**src/rtl/prod_shift_truncate.sv**
```systemverilog
// Word-serial right-shift-and-truncate stage for Barrett reduction: emits product bits [SHIFT_BITS +: OUT_WORDS*W].
// Optional sticky protocol checking is enabled with `define PROD_SHIFT_ERR_CHECK_EN.
module prod_shift_truncate #(
  parameter int REGISTER_SIZE = 32,
  parameter int BITS_IN_NUM   = 4096,
  parameter int SHIFT_BITS    = 4064,
  parameter int OUT_WORDS     = 128
) (
  input  logic                     clk_in,
  input  logic                     rst_in,
  input  logic [REGISTER_SIZE-1:0] data_in,
  input  logic                     valid_in,
  input  logic                     final_in,
  output logic                     ready_out,
  output logic [REGISTER_SIZE-1:0] data_out,
  output logic                     valid_out,
  input  logic                     ready_in,
  output logic                     final_out,
  output logic                     error_out
);

  localparam int W        = REGISTER_SIZE;
  localparam int IN_WORDS = 2 * BITS_IN_NUM / W;
  localparam int WORD_OFF = SHIFT_BITS / W;
  localparam int BIT_OFF  = SHIFT_BITS % W;
  localparam int LAG      = (BIT_OFF != 0) ? 1 : 0;
  localparam int IDX_W    = $clog2(IN_WORDS + OUT_WORDS + 2) + 1;
  localparam int CNT_W    = $clog2(OUT_WORDS + 1);
  localparam int AW       = (OUT_WORDS > 1) ? $clog2(OUT_WORDS) : 1;

  localparam logic [IDX_W-1:0] FIRST_IDX = IDX_W'(WORD_OFF + LAG);
  localparam logic [IDX_W-1:0] LAST_IDX  = IDX_W'(WORD_OFF + OUT_WORDS - 1 + LAG);
  localparam logic [IDX_W-1:0] IN_LAST   = IDX_W'(IN_WORDS - 1);
  localparam logic [CNT_W-1:0] OUT_CNT   = CNT_W'(OUT_WORDS);
  localparam logic [CNT_W-1:0] OUT_LAST  = CNT_W'(OUT_WORDS - 1);

  typedef enum logic [1:0] {IDLE, COLLECT, FLUSH, DRAIN} state_t;

  state_t           state;
  logic [IDX_W-1:0] idx;
  logic [IDX_W-1:0] cur_idx;
  logic             cur_vld;
  logic [W-1:0]     cur_word;
  logic [W-1:0]     prev_word;
  logic [CNT_W-1:0] wr_cnt;
  logic [CNT_W-1:0] rd_cnt;
  logic [W-1:0]     mem [OUT_WORDS];

  logic         accept, flush_push, push, frame_end;
  logic         wr_en, load, take, drain_done;
  logic [W-1:0] push_word, wr_word;

  always_comb begin
    accept     = valid_in && ((state == IDLE && ready_out) || state == COLLECT);
    flush_push = (state == FLUSH) && (idx <= LAST_IDX);
    push       = accept || flush_push;
    push_word  = accept ? data_in : '0;
    frame_end  = accept && (final_in || idx == IN_LAST);
    wr_en      = cur_vld && (cur_idx >= FIRST_IDX) && (cur_idx <= LAST_IDX);
    if (BIT_OFF == 0)
      wr_word = cur_word;
    else
      wr_word = W'({cur_word, prev_word} >> BIT_OFF);
    load       = (rd_cnt < wr_cnt) && (!valid_out || ready_in);
    take       = valid_out && ready_in;
    drain_done = (state == DRAIN) && (rd_cnt == OUT_CNT) && (!valid_out || ready_in);
  end

  // Frame sequencing; FLUSH keeps feeding zero words until every output word is produced.
  always_ff @(posedge clk_in or negedge rst_in) begin
    if (!rst_in) begin
      state     <= IDLE;
      idx       <= '0;
      ready_out <= 1'b0;
    end else begin
      unique case (state)
        IDLE: begin
          ready_out <= 1'b1;
          if (accept) begin
            idx       <= idx + 1'b1;
            ready_out <= 1'b0;
            state     <= frame_end ? FLUSH : COLLECT;
          end
        end
        COLLECT: begin
          if (accept) begin
            idx <= idx + 1'b1;
            if (frame_end) state <= FLUSH;
          end
        end
        FLUSH: begin
          if (flush_push)
            idx <= idx + 1'b1;
          else if (wr_cnt == OUT_CNT)
            state <= DRAIN;
        end
        DRAIN: begin
          if (drain_done) begin
            state     <= IDLE;
            idx       <= '0;
            ready_out <= 1'b1;
          end
        end
        default: state <= IDLE;
      endcase
    end
  end

  always_ff @(posedge clk_in or negedge rst_in) begin
    if (!rst_in) begin
      cur_word  <= '0;
      prev_word <= '0;
      cur_idx   <= '0;
      cur_vld   <= 1'b0;
    end else begin
      cur_vld <= push;
      if (push) begin
        prev_word <= cur_word;
        cur_word  <= push_word;
        cur_idx   <= idx;
      end
    end
  end

  always_ff @(posedge clk_in) begin
    if (wr_en) mem[wr_cnt[AW-1:0]] <= wr_word;
  end

  // Counters double as buffer pointers since a frame never holds more than OUT_WORDS words.
  always_ff @(posedge clk_in or negedge rst_in) begin
    if (!rst_in) begin
      wr_cnt    <= '0;
      rd_cnt    <= '0;
      valid_out <= 1'b0;
      data_out  <= '0;
      final_out <= 1'b0;
    end else begin
      if (wr_en) wr_cnt <= wr_cnt + 1'b1;
      if (load) begin
        data_out  <= mem[rd_cnt[AW-1:0]];
        final_out <= (rd_cnt == OUT_LAST);
        valid_out <= 1'b1;
        rd_cnt    <= rd_cnt + 1'b1;
      end else if (take) begin
        valid_out <= 1'b0;
        final_out <= 1'b0;
      end
      if (drain_done) begin
        wr_cnt <= '0;
        rd_cnt <= '0;
      end
    end
  end

`ifdef PROD_SHIFT_ERR_CHECK_EN
  always_ff @(posedge clk_in or negedge rst_in) begin
    if (!rst_in)
      error_out <= 1'b0;
    else if ((valid_in && (state == FLUSH || state == DRAIN)) ||
             (accept && final_in && idx != IN_LAST))
      error_out <= 1'b1;
  end
`else
  assign error_out = 1'b0;
`endif

endmodule

```
**config.mk**
```make
export PLATFORM = sky130hd
export DESIGN_NAME = prod_shift_truncate
export DESIGN_NICKNAME = d
export VERILOG_FILES = /design/src/rtl/prod_shift_truncate.sv
export SDC_FILE = /design/constraint.sdc
export NUM_CORES = 2
export LEC_CHECK = 0
export BUFFER_PORTS_ARGS = -buffer_cell sky130_fd_sc_hd__buf_2
export CORE_AREA = 2 2 566 708
export CTS_CLUSTER_DIAMETER = 200
export CTS_CLUSTER_SIZE = 28
export DETAILED_ROUTE_END_ITERATION = 6
export DIE_AREA = 0 0 568 710
export GPL_ROUTABILITY_DRIVEN = 0
export MAX_ROUTING_LAYER = met4
export PLACE_DENSITY_LB_ADDON = 0.3
export RECOVER_POWER = 25
export SLEW_MARGIN = 20
export SYNTH_ARGS = -nofsm -noshare
export SYNTH_HDL_FRONTEND = slang
export SYNTH_SLANG_ARGS = --single-unit
```
**constraint.sdc**
```tcl
create_clock -name clk_in -period 4.2 [get_ports clk_in]
set_input_delay 0.21 -clock clk_in [delete_from_list [all_inputs] [get_ports clk_in]]
set_output_delay 0.21 -clock clk_in [all_outputs]
set_load 0.01 [all_outputs]
```
==> results.cfg <==
[status]
status = complete, but fails checks
violations = capacitance limit, slew limit

[layout]
seqCellArea_um2 = 126000
stdcell_count = 13100
design_area_um2 = 178000
n_fill_cell = 33000
final_common_cell = edfxtp_1
finalNetCount = 7838
multi_input_area_um2 = 35000
syn_to_final_growth_pct = 9.90
final_util = 0.449
layout_common_cells = edfxtp_1 (4096), mux4_2 (982), buf_4 (395)
drive_gt1_frac = 0.265

[route]
wl_per_cell_um = 33.6
wirelength_mm = 441
post-route-drc-count = 0
via_count = 77700
ant_nets = 0
via_per_inst = 5.93
first_pass_iters = 6
drt_iter0_markers = 9025

[yosys]
synth_enable_flop_cells = 4096
synth_top_flop_cell = edfxtp_1
synth_cell_types = 62
syn_nets = 7435
syn_avg_cell_area_um2 = 22.0
synth_area_um2 = 162000
synth_top_area_cell = edfxtp_1
synth_area_leaders = edfxtp_1 (76%), mux4_2 (14%), dfrtp_1 (1.6%)
synth_seq_cells = 4202
synth_cells = 7380
yosys.area.top_type_share = 0.759
seq_area_frac_synth = 0.775
async_flop_share = 0.0252
yosys_warnings = 0

[floorplan]
dieArea_um2 = 403000
start_util = 0.408
die_w_um = 568
die_h_um = 710
rows = 259
core_um2 = 397000
io_pins = 73

[placement]
port_buffers = 71
dp_hpwl_mm = 272
placed_area_um2 = 173000
place_inst = 12800

[setup_path]
startpoint_type = flip-flop
endpoint_kind = flip-flop
cp.required_ns = 4.99
critical_path_arrival_ns = 4.90
path_class = reg2reg
worstPathMaxFanout = 42
r2r_cells = 9

[power_and_ir_drop]
power.density_nw_per_um2 = 547
p_sw_frac = 0.319
seq_power_share = 0.474
clockPowerShare = 0.210
p_total_w = 0.0973
vdd.ir_drop.worst_mv = 0.357
p_comb_frac = 0.316
p_leak_nw = 60.9
p_int_w = 0.0663
netSwitchingPower_w = 0.0311

[job]
max_cap_viol_count = 36

[clock_tree]
clkLatencyLatePin_ns = 0.97
clock_path_buffers = 4
root_buffer = clkbuf_16
cts_tree = built
clock-sinks = 4202
numCtsBuffers = 176
clkTransAtPathRegs_ns = 0.12
postCtsSetupBuffers = 0
h-tree-depth = 4

[sta]
worstMarginPinSlew_ns = 3.41
whs_ns = 0.0683
fmax_mhz = 243
slew_viol_final = 2180
period_needed_ns = 4.11
rsz0062_at_grt = no
slew_headroom = -1.27
hold_viol = 0
finalCritPeriodShare = 0.979
setup_viol_count_final = 0
finClkSkew_ns = 0.0975

[hold_path]
min_path_type = in2reg
hold_depth = 3

[global_routing]
grt_max_degree = 129
grtUsageTotal = 0.223
antenna_found_initial = 13
grt-ovfl-total = 0
grt_pass1_vias = 78200
grt_pass1_wl_mm = 614
## cell usage after synthesis, types with 4 or more instances
master / n
a211o_1: 11
a211oi_1: 72
a21o_1: 4
a21oi_1: 119
a221oi_1: 15
a22o_1: 34
a22oi_1: 39
a311oi_1: 7
a31oi_1: 37
a32oi_1: 12
and2_1: 24
and3_1: 4
buf_1: 15
buf_2: 126
buf_4: 91
buf_6: 40
clkbuf_1: 129
dfrtp_1: 106
edfxtp_1: 4096
ha_1: 18
inv_1: 21
mux2_2: 178
mux2i_1: 234
mux4_2: 982
nand2_1: 279
nand2b_1: 10
nand3_1: 116
nand4_1: 9
nor2_1: 221
nor2b_1: 61
nor3_1: 12
o21ai_0: 59
o21ai_1: 29
o221ai_1: 4
o22ai_1: 81
o31ai_1: 30
o41ai_2: 4
xnor2_1: 10
## metal layers
metal	up-vias	track usage	routed length (um)
met4	0	0.0803	19000
met2	2819	0.370	222000
li1	31400	-	-
met5	-	-	0
met3	537	0.0331	30300
met1	42900	0.279	170000
## logic make-up (layout without fill, tap and decap cells)
kind of cell               Yosys count  count (layout)  synth area share
AOI/OAI and AO/OA                  579             579            0.0238
xor gates and xnor gates            12              12          0.000649
adders and majority gates           18              18           0.00139
buffers and inverters              428             924            0.0152
DFF                               4202            4202             0.775
muxes                             1394            1394             0.163
other                                1              10         0.0000231
and+or+nand+nor                    746             746            0.0201
## power by group through the flow
stage	logic [W]	registers (W)	clock network, W
global placement	0.0309	0.0471	0
CTS	0.0311	0.0461	0.0209
floorplan	0.0189	0.0465	0
detailed placement	0.0310	0.0471	0
global route	0.0320	0.0461	0.0221
finish	0.0307	0.0461	0.0205
## registers in the layout, summed over array words and instances (netlist names)
register / count
valid_out: 1
mem: 4096
rd_cnt: 8
cur_word: 32
state: 2
data_out: 32
cur_idx: 10
wr_cnt: 8
ready_out: 1
final_out: 1
cur_vld: 1
idx: 10
## critical path, cell delays in order (launching register included)
cell and delay (ns):
dfrtp_4 0.99, buf_12 0.28, buf_12 0.30, buf_4 0.25
mux4_2 0.50, nand2_1 0.09, nand3_1 0.14, a31o_1 0.35
a32oi_1 0.74, o31ai_1 0.18
## layout make-up
type                    instances  share of cell area
diodes                          9            0.000126
clock buffers                 265              0.0268
clock inverters                 6            0.000520
inverters                      23            0.000513
multi-input cells            2750               0.197
flip-flops and latches       4202               0.706
well taps                    5220              0.0367
repair buffers                630              0.0330
## worst paths after layout
| check | from | end | slack, ns |
|---|---|---|---|
| worst max-delay path | rd_cnt[1] | data_out[5] | 0.09 |
| worst min-delay path | data_in[2] | cur_word[2] | 0.07 |
| worst max register to register | rd_cnt[1] | data_out[5] | 0.09 |
| worst min register to register | cur_idx[9] | cur_idx[9] | 0.48 |
| max in group asynchronous | rst_in | rd_cnt[0] | 0.24 |
| min in group asynchronous | rst_in | cur_word[20] | 0.87 |
## per-stage QoR
stage | setup slack, ns | setup TNS [ns]
detailed placement | 0.0297 | 0
finish | 0.0899 | 0
CTS | 0.00253 | 0
global placement | -0.272 | -0.355
global route | 0.0262 | 0
floorplan | 0.732 | 0
## what timing repair did
action | CTS | global route
hold buffers | 57 | 0
resized for setup | 0 | 2
hold endpoints to repair | 100 | 0
endpoints found under the setup margin | 0 | 2
Note: power is estimated with default switching activity, not from simulation.
